[config.mk]
export PLATFORM = sky130hd
export DESIGN_NAME = edge_event_arbiter
export DESIGN_NICKNAME = d
export VERILOG_FILES = /design/src/rtl/edge_arb_pkg.sv /design/src/rtl/edge_chan.sv /design/src/rtl/edge_event_arbiter.sv
export SDC_FILE = /design/constraint.sdc
export NUM_CORES = 1
export LEC_CHECK = 0
export ABC_AREA = 1
export CORE_MARGIN = 1.5
export CORE_UTILIZATION = 55
export DETAILED_ROUTE_END_ITERATION = 8
export PLACE_DENSITY = 0.78
export SLEW_MARGIN = 10
export SYNTH_ARGS = -nofsm -noshare
export SYNTH_HDL_FRONTEND = slang
export SYNTH_SLANG_ARGS = --single-unit
[constraint.sdc]
create_clock -name clk -period 3.3 [get_ports clk]
set_input_delay 0.825 -clock clk [delete_from_list [all_inputs] [get_ports clk]]
set_output_delay 0.825 -clock clk [all_outputs]
set_load 0.01 [all_outputs]
[src/rtl/edge_arb_pkg.sv]
// Shared types and defaults for the edge event arbiter.
// The record's channel field is sized for the largest supported channel count (16).
package edge_arb_pkg;

    localparam int DEF_N_CH        = 4;
    localparam int DEF_SYNC_STAGES = 2;
    localparam int MAX_CH_W        = 4;

    typedef struct packed {
        logic [MAX_CH_W-1:0] ch;
        logic                rise;
    } evt_rec_t;

endpackage

[src/rtl/edge_chan.sv]
// One input channel: synchronizer, dual-edge detector and pending/polarity/overrun state.
module edge_chan
    import edge_arb_pkg::*;
#(
    parameter int SYNC_STAGES = DEF_SYNC_STAGES
) (
    input  logic clk,
    input  logic rst,
    input  logic din,
    input  logic grant,
    input  logic clr_overrun,
    output logic pending,
    output logic pol,
    output logic overrun
);

    logic [SYNC_STAGES-1:0] sync_p;
    logic                   prev_q;
    logic                   synced;
    logic                   edge_det;
    logic                   lost;

    assign synced   = sync_p[SYNC_STAGES-1];
    assign edge_det = synced ^ prev_q;
    // An edge that lands on a grant of this same channel simply re-arms it; only
    // an edge stacking on an ungranted pending event loses information.
    assign lost     = edge_det & pending & ~grant;

    always_ff @(posedge clk or negedge rst) begin
        if (!rst) begin
            sync_p  <= '0;
            prev_q  <= 1'b0;
            pending <= 1'b0;
            pol     <= 1'b0;
            overrun <= 1'b0;
        end else begin
            sync_p <= {sync_p[SYNC_STAGES-2:0], din};
            prev_q <= synced;
            if (edge_det) begin
                pending <= 1'b1;
                pol     <= synced;
            end else if (grant) begin
                pending <= 1'b0;
            end
            if (lost) begin
                overrun <= 1'b1;
            end else if (clr_overrun) begin
                overrun <= 1'b0;
            end
        end
    end

endmodule

[src/rtl/edge_event_arbiter.sv]
// Collects edges from N_CH asynchronous level inputs and presents them one at a time
// through a valid/ready output register, granting channels in round-robin order.
module edge_event_arbiter
    import edge_arb_pkg::*;
#(
    parameter int N_CH        = DEF_N_CH,
    parameter int SYNC_STAGES = DEF_SYNC_STAGES
) (
    input  logic                    clk,
    input  logic                    rst,
    input  logic [N_CH-1:0]         in,
    output logic                    evt_valid,
    input  logic                    evt_ready,
    output logic [$clog2(N_CH)-1:0] evt_ch,
    output logic                    evt_rise,
    output logic [N_CH-1:0]         overrun,
    input  logic                    clr_overrun
);

    localparam int CH_W = $clog2(N_CH);

    logic [N_CH-1:0] pending;
    logic [N_CH-1:0] pol;
    logic [N_CH-1:0] grant;
    logic [CH_W-1:0] rr;
    logic [CH_W-1:0] gnt_idx;
    logic [CH_W-1:0] rr_next;
    logic            found;
    logic            free;
    evt_rec_t        evt_q;
    logic            unused_rec_ch;

    for (genvar i = 0; i < N_CH; i++) begin : g_chan
        edge_chan #(
            .SYNC_STAGES (SYNC_STAGES)
        ) u_chan (
            .clk         (clk),
            .rst         (rst),
            .din         (in[i]),
            .grant       (grant[i]),
            .clr_overrun (clr_overrun),
            .pending     (pending[i]),
            .pol         (pol[i]),
            .overrun     (overrun[i])
        );
    end

    assign free = ~evt_valid | evt_ready;

    // First pending channel at or above rr, wrapping past the top channel.
    always_comb begin
        int idx;
        idx     = 0;
        found   = 1'b0;
        gnt_idx = '0;
        for (int k = 0; k < N_CH; k++) begin
            idx = int'(rr) + k;
            if (idx >= N_CH) begin
                idx = idx - N_CH;
            end
            if (!found && pending[CH_W'(idx)]) begin
                found   = 1'b1;
                gnt_idx = CH_W'(idx);
            end
        end
        rr_next = (gnt_idx == CH_W'(N_CH - 1)) ? '0 : gnt_idx + 1'b1;
        grant   = '0;
        if (free && found) begin
            grant[gnt_idx] = 1'b1;
        end
    end

    always_ff @(posedge clk or negedge rst) begin
        if (!rst) begin
            evt_valid <= 1'b0;
            evt_q     <= '0;
            rr        <= '0;
        end else if (free) begin
            if (found) begin
                evt_valid  <= 1'b1;
                evt_q.ch   <= MAX_CH_W'(gnt_idx);
                evt_q.rise <= pol[gnt_idx];
                rr         <= rr_next;
            end else begin
                evt_valid <= 1'b0;
            end
        end
    end

    assign evt_ch        = evt_q.ch[CH_W-1:0];
    assign evt_rise      = evt_q.rise;
    assign unused_rec_ch = ^evt_q.ch;

endmodule
# Word level (Yosys, flattened, before mapping)
# Cells that the tools add are included.
dict set report totals {
  inputBits 8
  output_inout_bits 8
  wordCells 122
  regBits 30
}
dict set report op_classes {
  n_mux 44
  n_addsub 8
  eq_ne 1
  order_cmp 10
  bitwise 18
  n_reduce_logical 17
}
# operator n
set ops {}
lappend ops {{2-to-1 mux 1 bit} 28}
lappend ops {{2-to-1 mux 2 bit} 9}
lappend ops {{< comparator 2 x 4 -> 1 bit (second input constant)} 4}
lappend ops {{nonzero test 2 bit} 8}
lappend ops {{binary-select mux 1 bit (select 2 bit)} 5}
lappend ops {{greater-or-equal comparator 3 bit (second input constant)} 3}
lappend ops {{AND 1 bit} 8}
lappend ops {{subtractor 2 x 1 -> 2 bit (second input constant)} 4}
lappend ops {{adder 2 x 2 -> 3 bit (second input constant)} 2}
lappend ops {{logical AND 1 bit} 5}
lappend ops {{NOT 1 bit} 5}
lappend ops {{2-to-1 mux 4 bit} 1}
lappend ops {{XOR 1 bit} 4}
lappend ops {{adder 2 x 1 -> 3 bit (second input constant)} 1}
lappend ops {{greater-or-equal comparator 2 x 3 -> 1 bit (second input constant)} 1}
lappend ops {{zero test 1 bit} 3}
lappend ops {{< comparator 2 x 3 -> 1 bit (second input constant)} 1}
lappend ops {{adder 2 x 1 -> 2 bit (second input constant)} 1}
lappend ops {{demux 1 bit (select 2 bit)} 1}
lappend ops {{== test 2 bit (second input constant)} 1}
lappend ops {{greater-or-equal comparator 2 x 1 -> 1 bit (second input constant)} 1}
lappend ops {{AND reduction 2 bit} 1}
lappend ops {{OR 1 bit} 1}

# Depth between registers and ports, before layout
dict set report logic_depth {
  depth_word 23
  depth_mapped 15
  ltp_nobuf 14
}

# Modules after synthesis
# Synthesis repeated with hierarchy kept, for this count alone.
dict set report unflattened {
  hier_cells 187
  area_unflattened_um2 1534.0
}
# module instances cells_each area_per_inst_um2 seq_area_each_um2
set modules_own_cells {}
lappend modules_own_cells {edge_chan 4 20 210.2 150.1}
lappend modules_own_cells {edge_event_arbiter 1 107 693.2 150.1}

# Worst setup path before layout
# OpenSTA, ideal clock, no wires.
dict set report synth_path {
  path_type {reg-to-reg}
  start {reg rr[0]}
  end {reg rr[1]}
  path_buffers 1
  setup_ns 0.126
  path_stages_with_launch 13
  arrival_ns 1.610
  slack_ns 1.563
  synth_period_minus_slack_ns 1.737
  required_time_ns 3.174
  path_cell_list {dfrtp_1 buf_6 inv_6 nand2_1 nand3_1 nand2_2 nor2_4 nand3_4 nand3_1 inv_1 ha_1 nand2_1 o21ai_0}
}
dict set report synth_via {
  elab_chain_cells 17
  word_cells_on_any_way 45
  classes_between {8 x add/sub; 4 x order compare; 1 x eq/ne; 25 x mux; 7 x reduce/logical}
}
# element line_no
set synth_rtl {}
lappend synth_rtl {{start: declaration} edge_event_arbiter.sv:25} ;# logic [CH_W-1:0] rr;
lappend synth_rtl {{start signal: assignment} edge_event_arbiter.sv:83} ;# rr <= rr_next;
lappend synth_rtl {{parallel branches: the longest is 14 deep, another holds adder 2 x 1 -> 3 bit} n/a}
lappend synth_rtl {{2-to-1 mux 2 bit (*)} edge_event_arbiter.sv:61} ;# if (!found && pending[CH_W'(idx)]) begin
lappend synth_rtl {{adder 2 x 1 -> 2 bit or == test 2 bit (tied branches)} edge_event_arbiter.sv:66} ;# rr_next = (gnt_idx == CH_W'(N_CH - 1)) ? '0 : gnt_idx + 1'b1;
lappend synth_rtl {{2-to-1 mux 2 bit (*)} edge_event_arbiter.sv:66}
lappend synth_rtl {{via rr_next[1]} edge_event_arbiter.sv:27} ;# logic [CH_W-1:0] rr_next;
# Mark *: on every way through the listed nets, which the timed path passes. The select of a mux whose other input is x is not followed.
# A chain may end at the register's enable or synchronous reset.

# Worst setup path in the final report
dict set report layout_path {
  start {reg g_chan[2].u_chan.overrun}
  end {out overrun[2]}
}
# element line_no
set layout_lines {}
lappend layout_lines {{start: declaration} edge_chan.sv:14} ;# output logic overrun
lappend layout_lines {{start signal: assignment} edge_chan.sv:35} ;# overrun <= 1'b0;
lappend layout_lines {{start signal: assignment} edge_chan.sv:46} ;# overrun <= 1'b1;
lappend layout_lines {{start signal: assignment} edge_chan.sv:48} ;# overrun <= 1'b0;
lappend layout_lines {{end: declaration} edge_event_arbiter.sv:16} ;# output logic [N_CH-1:0] overrun,
# No word-level cell between the ends.

==> results.json <==
{
  "drc": 0,
  "ir_worst_vdd_mv": 0.688,
  "holdBufCountCts": 0,
  "start_util": 0.577,
  "relSlewSlack": 0.741,
  "routedWlPerCell_um": 11.5,
  "vias": 1117,
  "cp_num_buf_inv": 1,
  "max_cap_viol_count": 0,
  "finalCritPeriodShare": 0.622,
  "cp_top_family": "buffers and inverters",
  "slowest_delay_ps": 530,
  "htreeDepth": 2,
  "hold_class": "flip-flop to flip-flop",
  "syn-mean-instance-area_um2": 8.01,
  "multi_input_area_um2": 539,
  "arrival_ps": 1230,
  "dp_cells": 218,
  "dieArea_mm2": 0.00289,
  "cellPowerDensity_mw_per_mm2": 974,
  "ys_seq_elements": 30,
  "fin_crit_ps": 2050,
  "dr.pass1.iters": 4,
  "worstPathRequired_ps": 2470,
  "place_congestion": 0.753,
  "endpoint_kind": "output pin",
  "critPathMaxFanout": 2,
  "yosysWarningCount": 0,
  "synth_area_mm2": 0.00142,
  "synth_nets": 186,
  "grt_max_degree": 31,
  "hpwl_um": 2010,
  "fp.dieH_um": 53.8,
  "cts.root.buffer_cell": "clkbuf_4",
  "timing.fmax_mhz": 487,
  "grt_pass1_wl_um": 4130,
  "cts.sinks": 30,
  "post_cts_buffers": 0,
  "finClkSkew_ps": 10.2,
  "cts_buffer_depth": 2,
  "rows": 18,
  "finalHoldViolCount": 0,
  "crit_path_start_kind": "flip-flop",
  "port_buffers": 15,
  "syn_to_final_growth_pct": 15.1,
  "rsz0062_at_grt": "no",
  "setup_viol_count_final": 0,
  "tns_ps": 0,
  "cts_buffers": 5,
  "outcome": "finished, final reports clean",
  "grt_usage": 0.212,
  "worstSetupPathType": "flip-flop to output pin",
  "io_pins": 16,
  "ff_latch_area_um2": 751,
  "final_nets": 204,
  "antenna_found_initial": 0,
  "routed_wl_um": 2610,
  "leakagePower_nw": 0.881,
  "grt_pass1_vias": 989,
  "ys_seq_area_frac": 0.530,
  "drt-vias-per-instance": 4.94,
  "fin_util": 0.665,
  "clkTransAtPathRegs_ps": 90,
  "slew_violations": 0,
  "drt_iter0_drc": 19,
  "synth_cells": 177,
  "fillCellCount": 202,
  "cts_tree": "built",
  "worst_pin_slew_ps": 389,
  "ant_nets": 0,
  "drive_gt1_frac": 0.112,
  "antenna_cells": 0,
  "synth.distinct_cells": 22,
  "path_cells": "clkdlybuf4s50_1",
  "instances_no_fill": 226,
  "worst_skew_pair.late_latency_ps": 330,
  "cts_resized": 0,
  "cpMaxStageDelayCell": "clkdlybuf4s50_1",
  "overflow": 0,
  "dieWidth_um": 53.8,
  "core_mm2": 0.00245
}
==> synth_stat cells <==
library cell   n  area (um2)
o21ai_1        2        10.0
o22ai_1        1        6.26
nand4_1        2        12.5
nand3_1       10        50.1
nand3_4        1        17.5
or2_1          1        6.26
nand2_2        4        25.0
dfrtp_1       30         751
nor2_4         1        11.3
inv_2          4        15.0
inv_4          1        6.26
nand2_4        1        11.3
nand3_2        1        10.0
inv_6          1        8.76
nand2_1       71         267
ha_1           1        12.5
nor2_1        22        82.6
inv_1         15        56.3
o21ai_0        2        10.0
buf_4          4        30.0
buf_6          1        11.3
o21a_1         1        7.51
==> per-stage QoR <==
step	area, um2	power [W]	hold WS, ps	setup slack, ps
3_3_place_gp	1570	0.00133	335	1230
4_1_cts	1630	0.00159	361	1230
2_1_floorplan	1420	0.00117	331	1560
5_1_grt	1630	0.00171	371	1080
3_5_place_dp	1570	0.00137	336	1190
6_report	1630	0.00159	355	1250
==> per-layer routing <==
layer / vias up / share of wire / GRT usage
met3: 10 / 0.035 / 0.0528
met5: - / 0 / 0
li1: 571 / - / -
met4: 0 / 0.027 / 0.124
met2: 26 / 0.53 / 0.372
met1: 510 / 0.41 / 0.231
==> area by class of cell <==
class,count,share of cell area
Sequential cell,30,0.460
Multi-Input combinational cell,121,0.331
Timing Repair Buffer,16,0.0966
Inverter,21,0.0529
Clock buffer,7,0.0337
Tap cell,30,0.0230
Clock inverter,1,0.00307
==> path summary, 6_finish.rpt <==
| check | cells past startpoint | start | slack, ps | to |
|---|---|---|---|---|
| max | 1 | g_chan[2].u_chan.overrun | 1250 | overrun[2] |
| min | 0 | g_chan[2].u_chan.sync_p[0] | 360 | g_chan[2].u_chan.sync_p[1] |
| max reg2reg | 10 | rr[0] | 1270 | rr[1] |
| min reg2reg | 0 | g_chan[2].u_chan.sync_p[0] | 360 | g_chan[2].u_chan.sync_p[1] |
| max in group asynchronous | 2 | rst | 2160 | g_chan[0].u_chan.sync_p[1] |
| min in group asynchronous | 2 | rst | 870 | g_chan[2].u_chan.pending |
==> flip-flops by register name, indices dropped and copies added (netlist names) <==
signal                 flops
g_chan.u_chan.overrun      4
g_chan.u_chan.pending      4
evt_valid                  1
rr                         2
g_chan.u_chan.sync_p       8
g_chan.u_chan.prev_q       4
evt_ch                     2
evt_rise                   1
g_chan.u_chan.pol          4
==> cells in the final DEF, fill, tap and decap left out <==
| master | instances |
|---|---|
| o21ai_0 | 2 |
| o21a_1 | 1 |
| o22ai_1 | 1 |
| nand3_1 | 10 |
| inv_4 | 1 |
| inv_1 | 15 |
| clkbuf_8 | 1 |
| dfrtp_1 | 30 |
| clkdlybuf4s50_1 | 15 |
| nand4_1 | 2 |
| nand2_2 | 4 |
| inv_6 | 1 |
| nand2_4 | 1 |
| nand3_2 | 1 |
| nand2_1 | 71 |
| ha_1 | 1 |
| inv_2 | 4 |
| nand3_4 | 1 |
| nor2_4 | 1 |
| or2_1 | 1 |
| buf_4 | 1 |
| clkbuf_4 | 5 |
| clkinv_2 | 1 |
| o21ai_1 | 2 |
| clkbuf_1 | 1 |
| nor2_1 | 22 |
==> logic make-up (layout without fill, tap and decap cells) <==
group | after synthesis | after routing | synth area share
AO/OA/AOI/OAI | 6 | 6 | 0.0238
adder cells (fa/ha/maj) | 1 | 1 | 0.00882
buffers and inverters | 26 | 45 | 0.0900
flip-flops | 30 | 30 | 0.530
AND/OR/NAND/NOR | 114 | 114 | 0.348
==> power by group <==
group / switching [W] / total (W) / leakage (nW) / internal (W)
clock: 0.000116 / 0.000219 / 0.0353 / 0.000103
combinational: 0.000521 / 0.000833 / 0.501 / 0.000312
sequential: 0.0000758 / 0.000538 / 0.345 / 0.000462
total: 0.000712 / 0.00159 / 0.881 / 0.000877
Power figures use the tool's default switching activity.
